==> src/rtl/rv32v_types_pkg.sv <==
// Shared types for the fetch2 -> vector decode path.
//   word_t       : 32-bit instruction / address word
//   fdq_entry_t  : one fetch-decode queue slot (instr, pc, malformed, fault)
//   FDQ_DEFAULT_* : default geometry of rv32v_fetch_decode_queue
package rv32v_types_pkg;

  typedef logic [31:0] word_t;

  typedef struct packed {
    word_t instr;
    word_t pc;
    logic  mal;
    logic  fault;
  } fdq_entry_t;

  localparam int unsigned FDQ_DEFAULT_DEPTH       = 8;
  localparam int unsigned FDQ_DEFAULT_FETCH_WIDTH = 2;
  localparam int unsigned FDQ_MAX_FETCH_WIDTH     = 4;

endpackage

==> src/rtl/rv32v_fdq_lane_count.sv <==
// Lane acceptance logic for the fetch-decode queue (purely combinational).
// Accepts the leading run of valid lanes starting at lane 0, and stops after
// the first accepted lane that carries a malformed or fault flag.
// Ports:
//   accept      : queue is taking a group this cycle
//   lane_valid  : per-lane valid, lane 0 oldest
//   lane_mal    : per-lane malformed flag
//   lane_fault  : per-lane fetch-fault flag
//   npush       : number of lanes accepted (0..FETCH_WIDTH)
//   lane_we     : per-lane accept (always a contiguous run from lane 0)
//   fault_hit   : an accepted lane carried mal/fault
module rv32v_fdq_lane_count
  import rv32v_types_pkg::*;
#(
  parameter int unsigned FETCH_WIDTH = FDQ_DEFAULT_FETCH_WIDTH
) (
  input  logic                   accept,
  input  logic [FETCH_WIDTH-1:0] lane_valid,
  input  logic [FETCH_WIDTH-1:0] lane_mal,
  input  logic [FETCH_WIDTH-1:0] lane_fault,
  output logic [2:0]             npush,
  output logic [FETCH_WIDTH-1:0] lane_we,
  output logic                   fault_hit
);

  logic lane_open;

  always_comb begin
    npush     = '0;
    lane_we   = '0;
    fault_hit = 1'b0;
    lane_open = accept;
    for (int unsigned i = 0; i < FETCH_WIDTH; i++) begin
      if (lane_open && lane_valid[i]) begin
        lane_we[i] = 1'b1;
        npush      = npush + 3'd1;
        // A flagged lane is kept, but nothing younger in its group is.
        if (lane_mal[i] || lane_fault[i]) begin
          fault_hit = 1'b1;
          lane_open = 1'b0;
        end
      end else begin
        lane_open = 1'b0;
      end
    end
  end

endmodule

==> src/rtl/rv32v_fetch_decode_queue.sv <==
// Instruction queue between fetch stage 2 and vector decode.
// Takes up to FETCH_WIDTH instructions per cycle, presents one per cycle to
// decode over a valid/ready handshake, supports flush and a fault stall that
// blocks further pushes until flush.
// Optional build macro: RV32V_FDQ_BYPASS_EN -- when the queue is empty, a
// pushed lane 0 is shown to decode in the same cycle (and skipped from
// storage if decode takes it).
// Ports:
//   CLK, RST     : clock, synchronous active-high reset
//   flush        : drop all entries, clear fault stall (highest priority)
//   push_*       : FETCH_WIDTH-lane push group, lane 0 oldest
//   push_ready   : a full group can be taken this cycle
//   dec_*        : head entry to decode, zero when dec_valid=0
//   dec_ready    : decode takes the head when dec_valid
//   count        : current occupancy
module rv32v_fetch_decode_queue
  import rv32v_types_pkg::*;
#(
  parameter int unsigned DEPTH       = FDQ_DEFAULT_DEPTH,
  parameter int unsigned FETCH_WIDTH = FDQ_DEFAULT_FETCH_WIDTH
) (
  input  logic                      CLK,
  input  logic                      RST,
  input  logic                      flush,
  input  logic [FETCH_WIDTH-1:0]    push_valid,
  input  logic [32*FETCH_WIDTH-1:0] push_instr,
  input  logic [32*FETCH_WIDTH-1:0] push_pc,
  input  logic [FETCH_WIDTH-1:0]    push_mal,
  input  logic [FETCH_WIDTH-1:0]    push_fault,
  output logic                      push_ready,
  output logic                      dec_valid,
  output logic [31:0]               dec_instr,
  output logic [31:0]               dec_pc,
  output logic                      dec_mal,
  output logic                      dec_fault,
  input  logic                      dec_ready,
  output logic [$clog2(DEPTH):0]    count
);

  localparam int unsigned PTR_W = (DEPTH > 1) ? $clog2(DEPTH) : 1;
  localparam int unsigned CNT_W = $clog2(DEPTH) + 1;

  typedef logic [PTR_W-1:0] ptr_t;
  typedef logic [CNT_W-1:0] cnt_t;

  // push_ready <=> DEPTH - count >= FETCH_WIDTH
  localparam cnt_t READY_MAX = cnt_t'(DEPTH - FETCH_WIDTH);

  if ((DEPTH == 0) || ((DEPTH & (DEPTH - 1)) != 0)) begin : g_chk_depth_pow2
    $error("rv32v_fetch_decode_queue: DEPTH must be a power of 2");
  end
  if (DEPTH < FETCH_WIDTH) begin : g_chk_depth_ge_width
    $error("rv32v_fetch_decode_queue: DEPTH must be >= FETCH_WIDTH");
  end
  if ((FETCH_WIDTH < 1) || (FETCH_WIDTH > FDQ_MAX_FETCH_WIDTH)) begin : g_chk_width
    $error("rv32v_fetch_decode_queue: FETCH_WIDTH must be 1..4");
  end

  fdq_entry_t mem_q [DEPTH];
  fdq_entry_t mem_d [DEPTH];
  ptr_t       rd_ptr_q, rd_ptr_d;
  ptr_t       wr_ptr_q, wr_ptr_d;
  cnt_t       count_q, count_d;
  logic       fault_stall_q, fault_stall_d;

  fdq_entry_t             lane_entry [FETCH_WIDTH];
  fdq_entry_t             head;
  fdq_entry_t             out_entry;
  logic                   out_valid;
  logic                   accept;
  logic [2:0]             npush;
  logic [2:0]             store_n;
  logic [FETCH_WIDTH-1:0] lane_we;
  logic                   fault_hit;
  logic                   mem_valid;
  logic                   pop_mem;
  logic                   bypass_take;

  always_comb begin
    for (int unsigned i = 0; i < FETCH_WIDTH; i++) begin
      lane_entry[i] = '{instr: push_instr[32*i +: 32],
                        pc:    push_pc[32*i +: 32],
                        mal:   push_mal[i],
                        fault: push_fault[i]};
    end
  end

  assign push_ready = (count_q <= READY_MAX) && !fault_stall_q;
  assign accept     = push_ready && !flush && !RST;
  assign mem_valid  = (count_q != '0);
  assign head       = mem_q[rd_ptr_q];

  rv32v_fdq_lane_count #(
    .FETCH_WIDTH (FETCH_WIDTH)
  ) u_lane_count (
    .accept     (accept),
    .lane_valid (push_valid),
    .lane_mal   (push_mal),
    .lane_fault (push_fault),
    .npush      (npush),
    .lane_we    (lane_we),
    .fault_hit  (fault_hit)
  );

`ifdef RV32V_FDQ_BYPASS_EN
  logic bypass_act;
  assign bypass_act  = !mem_valid && lane_we[0];
  assign bypass_take = bypass_act && dec_ready;
  assign out_valid   = mem_valid || bypass_act;
  assign out_entry   = bypass_act ? lane_entry[0] : head;
`else
  assign bypass_take = 1'b0;
  assign out_valid   = mem_valid;
  assign out_entry   = head;
`endif

  assign pop_mem = mem_valid && dec_ready && !flush;
  assign store_n = npush - {2'b00, bypass_take};

  always_comb begin
    mem_d = mem_q;
    // A bypassed lane 0 takes no slot, so younger lanes slide down by one.
    for (int unsigned i = 0; i < FETCH_WIDTH; i++) begin
      if (lane_we[i] && !(bypass_take && (i == 0))) begin
        mem_d[wr_ptr_q + ptr_t'(i) - ptr_t'(bypass_take)] = lane_entry[i];
      end
    end
  end

  always_comb begin
    count_d       = count_q + cnt_t'(store_n) - cnt_t'(pop_mem);
    wr_ptr_d      = wr_ptr_q + ptr_t'(store_n);
    rd_ptr_d      = rd_ptr_q + ptr_t'(pop_mem);
    fault_stall_d = fault_stall_q | fault_hit;
    if (flush) begin
      count_d       = '0;
      wr_ptr_d      = '0;
      rd_ptr_d      = '0;
      fault_stall_d = 1'b0;
    end
  end

  always_ff @(posedge CLK) begin
    if (RST) begin
      count_q       <= '0;
      wr_ptr_q      <= '0;
      rd_ptr_q      <= '0;
      fault_stall_q <= 1'b0;
    end else begin
      count_q       <= count_d;
      wr_ptr_q      <= wr_ptr_d;
      rd_ptr_q      <= rd_ptr_d;
      fault_stall_q <= fault_stall_d;
    end
  end

  // Storage is never cleared; dec_valid qualifies everything read from it.
  always_ff @(posedge CLK) begin
    mem_q <= mem_d;
  end

  assign dec_valid = out_valid;
  assign dec_instr = out_valid ? out_entry.instr : '0;
  assign dec_pc    = out_valid ? out_entry.pc    : '0;
  assign dec_mal   = out_valid && out_entry.mal;
  assign dec_fault = out_valid && out_entry.fault;
  assign count     = count_q;

endmodule

==> config.mk <==
export PLATFORM = sky130hd
export DESIGN_NAME = rv32v_fetch_decode_queue
export DESIGN_NICKNAME = d
export VERILOG_FILES = /design/src/rtl/rv32v_types_pkg.sv /design/src/rtl/rv32v_fdq_lane_count.sv /design/src/rtl/rv32v_fetch_decode_queue.sv
export SDC_FILE = /design/constraint.sdc
export NUM_CORES = 1
export LEC_CHECK = 0
export CELL_PAD_IN_SITES_DETAIL_PLACEMENT = 1
export CELL_PAD_IN_SITES_GLOBAL_PLACEMENT = 1
export CORE_MARGIN = 3
export CORE_UTILIZATION = 40
export DETAILED_ROUTE_END_ITERATION = 10
export HOLD_SLACK_MARGIN = 0.1
export PLACE_DENSITY_LB_ADDON = 0.25
export SLEW_MARGIN = 10
export SYNTH_ARGS = -nofsm -noshare
export SYNTH_HDL_FRONTEND = slang
export SYNTH_SLANG_ARGS = --single-unit
==> constraint.sdc <==
create_clock -name CLK -period 3.3 [get_ports CLK]
set_input_delay 0.66 -clock CLK [delete_from_list [all_inputs] [get_ports CLK]]
set_output_delay 0.66 -clock CLK [all_outputs]
set_load 0.01 [all_outputs]
==> results of run 1 <==
-- worst max-delay path, delay by kind of cell (launching register included) --
kind / cells / cell delay [ps]
buffers and inverters: 4 / 790
multiplexers: 2 / 690
flip-flops: 1 / 370
AND/OR/NAND/NOR: 1 / 120
-- power breakdown --
group	internal, mW	switching [mW]
Clock	4.17	2.94
Combinational	1.42	1.24
Sequential	7.05	0.266
Total	12.6	4.44
-- layer usage --
layer  part of all wire, %  up-vias  global-route usage (%)
met3                   7.8      315                    4.84
met2                    47     1404                    52.8
li1                      -    11700                       -
met1                    41    14300                    40.3
met4                   3.7        4                    12.3
met5                 0.022        -                       0
-- cells by family (layout without fill, tap and decap cells) --
group,after synthesis,after routing
and+or+nand+nor,849,849
AOI/OAI and AO/OA,731,731
DFF,539,539
muxes,528,528
buffers and inverters,439,497
adders and majority gates,14,14
xor gates and xnor gates,5,5
other,0,7
-- through the flow --
step	cells	worst slack, ps	utilization [%]	setup TNS, ps	power, mW
2_1_floorplan	3105	301	-	0	8.98
3_3_place_gp	3938	-25.4	45.0	-41.5	9.81
3_5_place_dp	3938	-51.8	45.0	-62.4	9.98
4_1_cts	4070	-116	48.7	-472	17.1
5_1_grt	4108	-0.252	49.3	-0.252	17.6
6_report	4110	21.2	49.3	0	17.1
-- layout make-up --
type | instances | share of cell area [%]
inverters | 13 | 0.141
multi-input cells | 2127 | 46.8
well taps | 940 | 3.39
repair buffers | 375 | 12.6
clock inverters | 24 | 0.793
clock buffers | 85 | 5.09
flip-flops and latches | 539 | 31.1
diodes | 7 | 0.0505
-- path summary, 6_finish.rpt --
path / from / slack (ps) / to
max reg2reg: count[3]$_SDFF_PP0_ / 300 / count[2]$_SDFF_PP0_
min: mem_q[146]$_DFF_P_ / 500 / mem_q[146]$_DFF_P_
min reg2reg: mem_q[146]$_DFF_P_ / 500 / mem_q[146]$_DFF_P_
max: rd_ptr_q[0]$_SDFF_PP0_ / 20 / dec_instr[23]
-- what timing repair did --
action,4_1_cts,5_1_grt
hold buffers,0,0
resized for setup,94,43
endpoints found under the setup margin,62,40
cloned,8,3
buffers inserted,15,30
-- synthesized netlist by cell type (13+ instances only) --
| cell type | n |
|---|---|
| inv_1 | 13 |
| o21ai_0 | 331 |
| clkbuf_1 | 288 |
| mux2i_1 | 132 |
| buf_1 | 89 |
| dfxtp_1 | 539 |
| mux2_1 | 46 |
| mux2_4 | 40 |
| mux4_2 | 132 |
| nor2_1 | 75 |
| a31oi_1 | 331 |
| a21oi_1 | 67 |
| mux2_2 | 178 |
| buf_2 | 38 |
| nor3_1 | 396 |
| nand3_1 | 331 |
-- registers in the layout, summed over array words and instances, names as in the netlist --
signal,count
mem_q,528
count,4
rd_ptr_q,3
wr_ptr_q,3
fault_stall_q,1
==> impl_metrics.env, run 1 <==
export IMPL_dieWidth_um=273
export IMPL_arrival_ps=2620
export IMPL_leakage_nw=12.8
export IMPL_syn_avg_cell_area_um2=9.19
export IMPL_syn_to_final_growth_pct=21.6
export IMPL_yosysSeqAreaShare_pct=37.8
export IMPL_port_buffers=209
export IMPL_synth_top_family_by_area="multiplexers"
export IMPL_placed_cell_area_um2=31700
export IMPL_synthMuxAreaShare_pct=26.0
export IMPL_gp_congestion=0.860
export IMPL_synth_top_area_share_pct=37.8
export IMPL_viasPerCell=6.75
export IMPL_core_area_um2=70400
export IMPL_synth_area_leaders="dfxtp_1, mux4_2, a31oi_1"
export IMPL_synthCells=3105
export IMPL_synth_cell_types=42
export IMPL_grt_pass1_vias=29500
export IMPL_die_area_um2=74600
export IMPL_ff_latch_area_um2=10800
export IMPL_row_count=97
export IMPL_holdPathStages=2
export IMPL_grt_overflow=0
export IMPL_avgRoutedWirePerCell_um=29.5
export IMPL_synth_compound_area_share_pct=14.3
export IMPL_worstHoldPathType="reg2reg"
export IMPL_drv_slew=0
export IMPL_cts_sinks=539
export IMPL_clkTransAtPathRegs_ps=60
export IMPL_fin_area_um2=34700
export IMPL_clockBufferDepth=3
export IMPL_yosysWarnings=0
export IMPL_cts_root_buf="clkbuf_16"
export IMPL_synth_nets=3257
export IMPL_cts_made_buffers=60
export IMPL_worst_pin_slew_ps=1100
export IMPL_antenna_found_initial=9
export IMPL_finClkSkew_ps=18.2
export IMPL_cts_htree_levels=2
export IMPL_critPathMaxStageDelay_ps=490
export IMPL_synthSimpleGateAreaFrac_pct=14.9
export IMPL_power_density_nw_per_um2=492
export IMPL_setup_worst_path_class="reg2out"
export IMPL_final_common_cell="dfxtp_1"
export IMPL_ios=210
export IMPL_wirelength_mm=121
export IMPL_setup_violations_final=0
export IMPL_multiInputGateArea_um2=16200
export IMPL_period_share_pct=99.4
export IMPL_dp_hpwl_mm=67.2
export IMPL_initial_core_util_pct=40.6
export IMPL_hold_viol_final=0
export IMPL_fill_cells=7715
export IMPL_synthFlopType="dfxtp_1"
export IMPL_crit_chain="buf_12, clkbuf_16, buf_4, mux4_2, mux2i_1, nor2_1, dlygate4sd2_1"
export IMPL_drive_gt1_share_pct=21.1
export IMPL_max_freq_mhz=305
export IMPL_rsz0062_at_grt="true"
export IMPL_netlist_area_um2=28500
export IMPL_synth_area_leader_cell="dfxtp_1"
export IMPL_synth_xor_area_share_pct=0.153
export IMPL_grt_pass1_wl_mm=183
export IMPL_worstSetupEndpointType="output pin"
export IMPL_cts_tree="built"
export IMPL_final_cell_mix="dfxtp_1, nor3_1, nand3_1, o21ai_0, a31oi_1"
export IMPL_grt_max_degree=154
export IMPL_cp_start_kind="register"
export IMPL_worstRegToRegCells=14
export IMPL_drt_first_pass_iters=5
export IMPL_vias=27700
export IMPL_first_iter_violations=2418
export IMPL_crit_path_max_fanout=6
export IMPL_grt_usage_pct=31.4
export IMPL_worstPathRequired_ps=2640
export IMPL_synthAdderAreaFrac_pct=0.666
export IMPL_ir_worst_vdd_mv=0.386
export IMPL_synth_edf_count=0
export IMPL_maxCapViolations=0
export IMPL_drc_errors=0
export IMPL_ys_async_sr_fraction_pct=0
export IMPL_crit_slowest_cell="mux4_2"
export IMPL_period_needed_ps=3280
export IMPL_fin_nets=3268
export IMPL_status="completed"
export IMPL_ys_ff_latch=539
export IMPL_die_y_um=273
export IMPL_holdWs_ps=498
export IMPL_ant_nets=0
export IMPL_worstSkewPairLatency_ps=630
export IMPL_maxSlewHeadroom_pct=27.0
No activity file was read; power rests on OpenSTA's default activity.
==> run 2, diff against run 1 <==
--- a/config.mk
+++ b/config.mk
@@ -12,7 +12,7 @@
 export DETAILED_ROUTE_END_ITERATION = 10
 export HOLD_SLACK_MARGIN = 0.1
 export PLACE_DENSITY_LB_ADDON = 0.25
-export SLEW_MARGIN = 10
+export SLEW_MARGIN = 40
 export SYNTH_ARGS = -nofsm -noshare
 export SYNTH_HDL_FRONTEND = slang
 export SYNTH_SLANG_ARGS = --single-unit
==> run 2 against run 1 <==
Effect of this change:
- critical path depth is 1 higher
- clock power decreased by 3.2%
- combinational power about the same
- utilization barely moved
- final cell count is 0.12% higher
- the run now ends with setup timing left
- via count is 0.15% higher
- die area did not move
- total power decreased by 1.4%
- clock skew increased by 16 ps
==> impl_metrics.env, run 2 (synthesis gave the netlist of run 1 again) <==
export IMPL_largest_register_ffs=528
export IMPL_crit_family="buffers and inverters"
export IMPL_switching_power_mw=4.40
export IMPL_grt_overflow=0
export IMPL_die_area_um2=74600
export IMPL_power_internal_mw=12.4
export IMPL_drc_errors=0
export IMPL_rsz0062_at_grt="true"
export IMPL_placed_cell_area_um2=31700
export IMPL_busiest_layer="met2"
export IMPL_status="finished with violations"
export IMPL_dp_hpwl_mm=67.2
export IMPL_ant_nets=0
export IMPL_tns_ps=-170
export IMPL_ir_worst_vdd_mv=0.420
export IMPL_grtUsageMet2_pct=52.6
export IMPL_worstHoldPathType="reg2reg"
export IMPL_grt_usage_pct=31.4
export IMPL_setup_worst_path_class="reg2out"
export IMPL_holdPathStages=2
export IMPL_total_power_mw=16.8
export IMPL_r2r_start="count[3]$_SDFF_PP0_"
export IMPL_cts_made_buffers=60
export IMPL_grt_max_degree=154
export IMPL_regMostFlops="mem_q"
export IMPL_cts_htree_levels=2
export IMPL_max_freq_mhz=297
export IMPL_rrSetupSlack_ps=260
export IMPL_wirelength_mm=122
export IMPL_arrival_ps=2710
export IMPL_core_area_um2=70400
export IMPL_finClkSkew_ps=34.7
export IMPL_vias=27800
export IMPL_fin_area_um2=34700
export IMPL_final_cell_mix="dfxtp_1, nor3_1, nand3_1, o21ai_0, a31oi_1"
export IMPL_grt_met1_usage_pct=40.6
export IMPL_power_frac_clock_pct=40.8
export IMPL_cpMostUsedCell="buf_4"
export IMPL_cts_sinks=539
export IMPL_avgRoutedWirePerCell_um=29.5
export IMPL_port_buffers=209
export IMPL_violations="setup timing"
export IMPL_row_count=97
export IMPL_cp_start_kind="register"
export IMPL_netSwitchingFraction_pct=26.1
export IMPL_maxCapViolations=0
export IMPL_hold_viol_final=0
export IMPL_worstSetupEndpointType="output pin"
export IMPL_initial_core_util_pct=40.6
export IMPL_worstSkewPairLatency_ps=650
export IMPL_drt_first_pass_iters=6
export IMPL_critPathMaxStageDelay_ps=500
export IMPL_gp_congestion=0.860
export IMPL_maxSlewHeadroom_pct=43.2
export IMPL_syn_to_final_growth_pct=21.7
export IMPL_hp_start="mem_q[282]$_DFF_P_"
export IMPL_crit_slowest_cell="mux4_2"
export IMPL_first_iter_violations=2787
export IMPL_min_to="mem_q[282]$_DFF_P_"
export IMPL_die_y_um=273
export IMPL_worstRegToRegCells=15
export IMPL_setup_violations_final=4
export IMPL_antenna_found_initial=6
export IMPL_drive_gt1_share_pct=21.2
export IMPL_dieWidth_um=273
export IMPL_power_density_nw_per_um2=485
export IMPL_cts_root_buf="clkbuf_16"
export IMPL_crit_path_max_fanout=6
export IMPL_crit_chain="buf_12, buf_16, buf_4, buf_4, mux4_2, mux2i_1, nor2_1, dlygate4sd2_1"
export IMPL_clkTransAtPathRegs_ps=60
export IMPL_period_share_pct=102
export IMPL_path_buf_inv=5
export IMPL_leakage_nw=12.8
export IMPL_viasPerCell=6.75
export IMPL_cts_hold_buf=0
export IMPL_r2r_end="count[3]$_SDFF_PP0_"
export IMPL_seqPwrFrac_pct=43.4
export IMPL_clockBufferDepth=3
export IMPL_grt_pass1_vias=29400
export IMPL_fin_nets=3277
export IMPL_ios=210
export IMPL_worstPathRequired_ps=2640
export IMPL_period_needed_ps=3370
export IMPL_final_common_cell="dfxtp_1"
export IMPL_grt_pass1_wl_mm=183
export IMPL_drv_slew=0
export IMPL_setup_slack_ps=-70.2
export IMPL_grt_met3_usage_pct=5.24
export IMPL_worst_pin_slew_ps=852
export IMPL_combPwrFrac_pct=15.8
export IMPL_cts_tree="built"
==> run 2: how the worst max path moves through the flow <==
stage	cells past startpoint	endpoint	start	slack, ps
after floorplan	15	count[2]$_SDFF_PP0_	count[3]$_SDFF_PP0_	300
after global placement	12	count[2]$_SDFF_PP0_	flush	-30
after detailed placement	13	count[3]$_SDFF_PP0_	flush	-80
after CTS	6	dec_pc[11]	rd_ptr_q[0]$_SDFF_PP0_	-150
after global routing	8	dec_pc[5]	rd_ptr_q[0]$_SDFF_PP0_	-100
final	8	dec_pc[5]	rd_ptr_q[0]$_SDFF_PP0_	-70
==> run 2: area by class of cell <==
cell class | count | area, µm²
antenna | 3 | 7.51
clock buffer | 93 | 1810
clock inverter | 16 | 163
fill | 7715 | 35600
inverter | 13 | 48.8
multi-input combinational | 2127 | 16200
sequential | 539 | 10800
tap | 940 | 1180
timing repair buffer | 384 | 4520
==> run 2: metrics by stage <==
step,std cells,hold slack [ps],utilization (%),setup slack (ps)
2_1_floorplan,3105,470,-,301
3_3_place_gp,3938,480,45.0,-25.4
3_5_place_dp,3938,488,45.0,-77.3
4_1_cts,4069,500,48.6,-145
5_1_grt,4114,519,49.4,-95.7
6_report,4115,498,49.4,-70.2
==> run 2: timing repair <==
item | CTS | global route
setup buffers | 13 | 39
cloned | 9 | 3
setup endpoints to repair | 66 | 49
resized for setup | 80 | 69
==> run 2: worst min-delay path, cell delays in order (launching register included) <==
cell     delay, ps
dfxtp_1        300
o21ai_0         60
a31oi_1         80
==> run 2: power by group through the flow <==
stage                     clock, mW  combinational [mW]  sequential (mW)
after floorplan                   0                1.63             7.34
after global placement            0                2.41             7.39
after detailed placement          0                2.53             7.45
after CTS                      6.92                2.60             7.31
after global routing           7.17                2.82             7.37
final                          6.87                2.65             7.31
==> run 2: per-layer routing <==
| layer | part of all wire, % | vias to the layer above | wire length, µm |
|---|---|---|---|
| li1 | - | 11700 | - |
| met1 | 41 | 14400 | 49200 |
| met2 | 48 | 1404 | 58500 |
| met3 | 8.0 | 276 | 9750 |
| met4 | 3.2 | 6 | 3950 |
| met5 | 0.034 | - | 41 |
